<file path="src/rtl/frame_data_gen.sv">
// Frame test-pattern transmitter: back-to-back frames of scrambled zero data
// separated by idle gaps, with single-bit error injection and a frame counter.
// The scrambler reloads its seed whenever no frame is in flight. A paired
// checker that reloads on the falling edge of DataOutEn therefore stays in step.
module frame_data_gen #(
    parameter int unsigned FRAME_LEN = 64,
    parameter int unsigned GAP_LEN   = 8
) (
    input  logic        Clock,
    input  logic        Reset,
    input  logic        Start,
    input  logic        ErrInject,
    output logic        DataOut,
    output logic        DataOutEn,
    output logic        FrameDone,
    output logic [15:0] FrameCount,
    output logic        Busy
);

    typedef enum logic [1:0] {StIdle, StFrame, StGap} state_e;

    localparam logic [6:0]  Seed    = 7'h7F;
    localparam logic [15:0] LastBit = 16'(FRAME_LEN - 1);
    localparam logic [7:0]  LastGap = 8'(GAP_LEN - 1);

    state_e      state_q, state_d;
    logic [6:0]  lfsr_q, lfsr_d;
    logic [15:0] bit_cnt_q, bit_cnt_d;
    logic [7:0]  gap_cnt_q, gap_cnt_d;
    logic        pend_q, pend_d;
    logic        dout_q, dout_d;
    logic        douten_q, douten_d;
    logic        done_q, done_d;
    logic [15:0] count_q, count_d;
    logic        busy_q, busy_d;
    logic        feedback;

    // x^7 + x^4 + 1 with constant-zero data in: the output bit is the feedback
    assign feedback = lfsr_q[6] ^ lfsr_q[3];

    // Next-state and next-output logic; outputs are registered one cycle
    // behind the state that produces them.
    always_comb begin
        state_d   = state_q;
        lfsr_d    = Seed;
        bit_cnt_d = bit_cnt_q;
        gap_cnt_d = gap_cnt_q;
        pend_d    = 1'b0;
        dout_d    = 1'b0;
        douten_d  = 1'b0;
        done_d    = 1'b0;
        count_d   = count_q;
        // Busy is pipelined like the data outputs so it frames the visible
        // activity: it rises with the first bit and falls after the last gap cycle.
        busy_d    = (state_q != StIdle);

        unique case (state_q)
            StIdle: begin
                bit_cnt_d = '0;
                gap_cnt_d = '0;
                if (Start) begin
                    state_d = StFrame;
                end
            end
            StFrame: begin
                douten_d  = 1'b1;
                dout_d    = feedback ^ pend_q;
                lfsr_d    = {lfsr_q[5:0], feedback};
                bit_cnt_d = bit_cnt_q + 16'd1;
                if (bit_cnt_q == LastBit) begin
                    // A request landing on the last bit has no bit left to hit
                    state_d   = StGap;
                    gap_cnt_d = '0;
                end else begin
                    // The pending flag is consumed by this bit; a request re-arms it
                    pend_d = ErrInject;
                end
            end
            StGap: begin
                gap_cnt_d = gap_cnt_q + 8'd1;
                if (gap_cnt_q == '0) begin
                    done_d  = 1'b1;
                    count_d = count_q + 16'd1;
                end
                if (gap_cnt_q == LastGap) begin
                    bit_cnt_d = '0;
                    state_d   = Start ? StFrame : StIdle;
                end
            end
            default: begin
                state_d = StIdle;
            end
        endcase
    end

    // State, scrambler, counters and output registers
    always_ff @(posedge Clock or negedge Reset) begin
        if (!Reset) begin
            state_q   <= StIdle;
            lfsr_q    <= Seed;
            bit_cnt_q <= '0;
            gap_cnt_q <= '0;
            pend_q    <= 1'b0;
            dout_q    <= 1'b0;
            douten_q  <= 1'b0;
            done_q    <= 1'b0;
            count_q   <= '0;
            busy_q    <= 1'b0;
        end else begin
            state_q   <= state_d;
            lfsr_q    <= lfsr_d;
            bit_cnt_q <= bit_cnt_d;
            gap_cnt_q <= gap_cnt_d;
            pend_q    <= pend_d;
            dout_q    <= dout_d;
            douten_q  <= douten_d;
            done_q    <= done_d;
            count_q   <= count_d;
            busy_q    <= busy_d;
        end
    end

    assign DataOut    = dout_q;
    assign DataOutEn  = douten_q;
    assign FrameDone  = done_q;
    assign FrameCount = count_q;
    assign Busy       = busy_q;

endmodule

</file>
<file path="config.mk">
export PLATFORM = sky130hd
export DESIGN_NAME = frame_data_gen
export DESIGN_NICKNAME = d
export VERILOG_FILES = /design/src/rtl/frame_data_gen.sv
export SDC_FILE = /design/constraint.sdc
export NUM_CORES = 1
export LEC_CHECK = 0
export ABC_AREA = 1
export BUFFER_PORTS_ARGS = -buffer_cell sky130_fd_sc_hd__buf_4
export CAP_MARGIN = 20
export CORE_MARGIN = 10
export CORE_UTILIZATION = 30
export DETAILED_ROUTE_END_ITERATION = 10
export PLACE_DENSITY = 0.53
export SYNTH_ARGS = -nofsm -noshare
export SYNTH_HDL_FRONTEND = slang
export SYNTH_SLANG_ARGS = --single-unit
</file>
<file path="constraint.sdc">
create_clock -name Clock -period 3.2 [get_ports Clock]
set_clock_uncertainty 0.15 [all_clocks]
set_input_delay 0.64 -clock Clock [delete_from_list [all_inputs] [get_ports Clock]]
set_output_delay 0.64 -clock Clock [all_outputs]
set_load 0.05 [all_outputs]
</file>
* Yosys cells after proc, flatten, opt, wreduce, memory -nomap -nowiden
Cells that the tools add are included.
Word-level totals: bits in registers 54, output and inout bits 20
Cells by class: add/sub/neg operators 3, equal/unequal tests 7, multiplexer cells 16, bitwise operators 2, reduce and logical (&&, ||, !) cells 8
Operator list (number):
- one-hot mux 16 bit (3 select lines) | 1
- adder 16 x 1 -> 16 bit (second input constant) | 2
- one-hot mux 8 bit (3 select lines) | 1
- == test 16 x 6 -> 1 bit (second input constant) | 1
- 2-to-1 mux 16 bit | 1
- adder 8 x 1 -> 8 bit (second input constant) | 1
- == test 8 x 3 -> 1 bit (second input constant) | 1
- zero test 8 bit | 1
- 2-to-1 mux 8 bit | 1
- 2-to-1 mux 1 bit | 7
- 2-to-1 mux 7 bit | 1
- 2-to-1 mux 2 bit | 3
- != test 2 bit (second input constant) | 3
- one-hot mux 2 bit (3 select lines) | 1
- AND reduction 2 bit | 3
- AND reduction 3 bit | 1
- nonzero test 3 bit | 1
- == test 2 x 1 -> 1 bit (second input constant) | 1
- == test 2 bit (second input constant) | 1
- zero test 2 bit | 1
- nonzero test 2 bit | 1
- bitwise XOR 1 bit | 2

* Longest topological paths before layout
depth after elaboration 3, mapped depth 9, gate-level depth less buffers 9

* Worst setup path before layout
OpenSTA, ideal clock, no wires.
path kind reg2reg, start register count_q[0], in the netlist FrameCount[0], end register count_q[8], in the netlist FrameCount[8], setup time 0.141 ns, arrival 1.510 ns, setup slack 1.399 ns, cell stages (with the launch flop) 8, path buffers 0, clock period less this slack 1.801 ns, path through dfrtp_1 > ha_1 > nand2_1 > nor2_1 > nand2_1 > inv_1 > nand2_2 > xnor2_2
Between the ends: cells in the longest elaborated chain, start to end 1
Ends and longest elaborated chain:
- start, declared | RTL line 34 | logic [15:0] count_q, count_d;
- start signal, assigned | RTL line 118 | count_q <= count_d;
- adder 16 x 1 -> 16 bit | RTL line 83 | count_d = count_q + 16'd1;
Every way passes these cells. A chain may end at the register's enable or synchronous reset.

* Final worst setup path
start register state_q[1], end register count_q[13], in the netlist FrameCount[13]
Between the ends: cells in the longest elaborated chain, start to end 2
Ends and longest elaborated chain:
- start, declared | RTL line 26 | state_e state_q, state_d;
- start signal, assigned | RTL line 99 | state_q <= StIdle;
- start signal, assigned | RTL line 110 | state_q <= state_d;
- == test 2 bit | RTL line 57 | unique case (state_q)
- AND reduction 2 bit (no line)
Every way passes these cells.

==> metrics <==
metal3 WL 164 um; post-CTS setup buffers 0; DRC viols 0; reg2reg start state_q[1]$_DFFE_PN0P_; routability cong. 0.834; sequential fraction of the synthesis area 47.3%; antenna viol nets, final 0; IO Count 24; Hold WC Path Type input port to asynchronous set/reset pin; Final Max Tran Viols 0; worst slew pin tran 0.688 ns; RSZ-0062 raised after global routing no; number of global-route vias before repair 2265; Placed Area 3170 sq um; Final Util 35.3%; number of synthesis warnings 0; Finished Cell Area 3280 sq um; Area Growth Syn to Fin 14.0%; DP Wirelength 4340 um; Starting Density 31.0%; WL/cell 11.3 um; ant diodes 0; flop-to-flop setup slack 1.41 ns; first-pass GRT wire length 10500 um; Bufs on Longest Clock Path 2; Starting DRT DRC Count 127; Main synth FF type dfrtp_1; H-Tree Depth 2; CTS clk-pin slew, worst paths 0.10 ns; Post-Layout Cell Count 527; Worst-Skew Late Latency 0.31 ns; Worst Setup End Kind flop; clk sinks 54; gr usage total 8.79%; placed insts 519; max-slew headroom at the worst pin 54.1%; PortBufs 23; crit path DAT 1.85 ns; metal2 WL 2680 um; Cells after Synth 372; Vias per Instance 4.41; Peak Freq 0.558 GHz; Async S/R FF share, synth 100%; reg2reg end FrameCount[13]$_DFFE_PN0P_; synthesized cell area 2880 sq um; Site Rows 35; Post-synth EDFFs 0; vias after detailed routing 2322; final worst-path cycle share 56.0%; Worst Setup SP state_q[1]$_DFFE_PN0P_; Max Cap Violations 0; root buffer cell clkbuf_8; GR Overflow Total 0; Synth cell types 27; fin crit period 1.79 ns; Req. time, crit path 3.25 ns; Nets 405; die area 13900 sq um; TritonCTS clock tree done; initial antenna violation count 0; proportion of layout cells with a drive suffix above 1 14.3%; crit start category flop; Pwr Density 356 nW/um^2; Pleak 1.64 nW; Routed WL 5980 um; uppermost layer routed met4; Die Y 118 um; final setup violation count 0; largest net degree at the start of global routing 55; CTS resizes 0; Yosys reg bits 54; Core Region 9280 sq um; CTS Buf Count 5; Sum Neg Setup Slack 0 ns; hold_buf cts 0; Synth Area per Inst 7.73 sq um; Die Width 118 um; Mapped Nets 380; Peak supply drop 219 uV; status completed; critical path type flop to flop; metal1 wirelength 3050 um; final-report hold violation count 0; DR pass1 iterations 4; R2R depth 7; Max FO, Critical Path 23
## per-stage QoR
step	total power [mW]	hold slack, ns	setup slack, ns
2_1_floorplan	0.701	0.194	1.40
3_3_place_gp	0.719	0.334	1.43
3_5_place_dp	0.719	0.344	1.40
4_1_cts	1.19	0.253	1.39
5_1_grt	1.22	0.269	1.18
6_report	1.17	0.198	1.41
## sequential cells by signal (all words and copies together), names as in the netlist
name	cells
DataOut	1
bit_cnt_q	16
lfsr_q	7
FrameCount	16
Busy	1
gap_cnt_q	8
state_q	2
pend_q	1
DataOutEn	1
FrameDone	1
## cells by family (layout without fill, tap and decap cells)
kind of cell | count (synthesis) | count (layout) | synth area share, %
buffers and inverters | 45 | 71 | 6.61
AOI/OAI and AO/OA | 21 | 21 | 4.05
and+or+nand+nor | 238 | 238 | 36.2
adders and majority gates | 4 | 4 | 1.74
DFF | 54 | 54 | 47.3
xor gates and xnor gates | 10 | 10 | 4.09
## layout by cell type (no fill, tap or decap)
cell type     n
nand2_2       5
o21ai_2       1
clkinvlp_4    1
clkbuf_1      1
inv_2         2
dfrtp_1      47
bufinv_16     1
dfstp_2       7
nor3_1        3
ha_1          4
clkbuf_8      5
nand3b_1      1
xor2_1        3
o21ai_0      13
nand4_1      12
or2_1         5
nor2_8        1
nand2_1     138
nand3_2       1
nor2_4        2
inv_1        38
xnor2_1       3
o21bai_1      3
a21oi_1       4
nor2_1       35
xnor2_2       4
buf_4        23
nand3_1      31
or2_2         4
## layout make-up
class | count | area, sq um
fill | 990 | 6000
multi-input combinational | 273 | 1330
tap | 129 | 161
inverter | 40 | 150
timing repair buffer | 23 | 173
clock inverter | 2 | 37.5
clock buffer | 6 | 72.6
sequential | 54 | 1360
## report_power, final
part	total, mW	internal, mW	leakage, nW	switching (mW)
Sequential	0.684	0.684	0.694	0.000470
Combinational	0.0203	0.00375	0.895	0.0166
Clock	0.463	0.234	0.0514	0.229
Total	1.17	0.921	1.64	0.246
## critical path, cell delays in order (launching register included)
cell and delay (ns):
dfrtp_1 0.43, inv_2 0.10, nor2_8 0.15, nand3_2 0.11, nor2_4 0.46, inv_1 0.15
nand2_1 0.09, nand2_1 0.05
## worst max path at each step
stage,slack [ns],cells after the start,endpoint
3_3_place_gp,1.43,6,FrameCount[3]$_DFFE_PN0P_
6_report,1.41,7,FrameCount[13]$_DFFE_PN0P_
5_1_grt,1.18,6,bit_cnt_q[10]$_DFFE_PN0P_
4_1_cts,1.39,7,FrameCount[13]$_DFFE_PN0P_
3_5_place_dp,1.40,7,FrameCount[13]$_DFFE_PN0P_
2_1_floorplan,1.40,7,FrameCount[8]$_DFFE_PN0P_
## cell usage after synthesis (3+ instances only)
master	n	area, sq um
or2_1	5	31.3
nor3_1	3	15.0
xor2_1	3	26.3
xnor2_2	4	65.1
nor2_1	35	131
xnor2_1	3	26.3
a21oi_1	4	20.0
o21bai_1	3	22.5
or2_2	4	25.0
ha_1	4	50.1
nand2_2	5	31.3
dfstp_2	7	184
nand2_1	138	518
inv_1	38	143
nand4_1	12	75.1
o21ai_0	13	65.1
dfrtp_1	47	1180
nand3_1	31	155
## routing by layer
layer  global-route usage, %  up-vias
met4                    2.78        0
met3                    1.82        5
met5                       0        -
met1                    11.3     1077
met2                    14.4       25
li1                        -     1215
(Power assumes the default switching activity.)
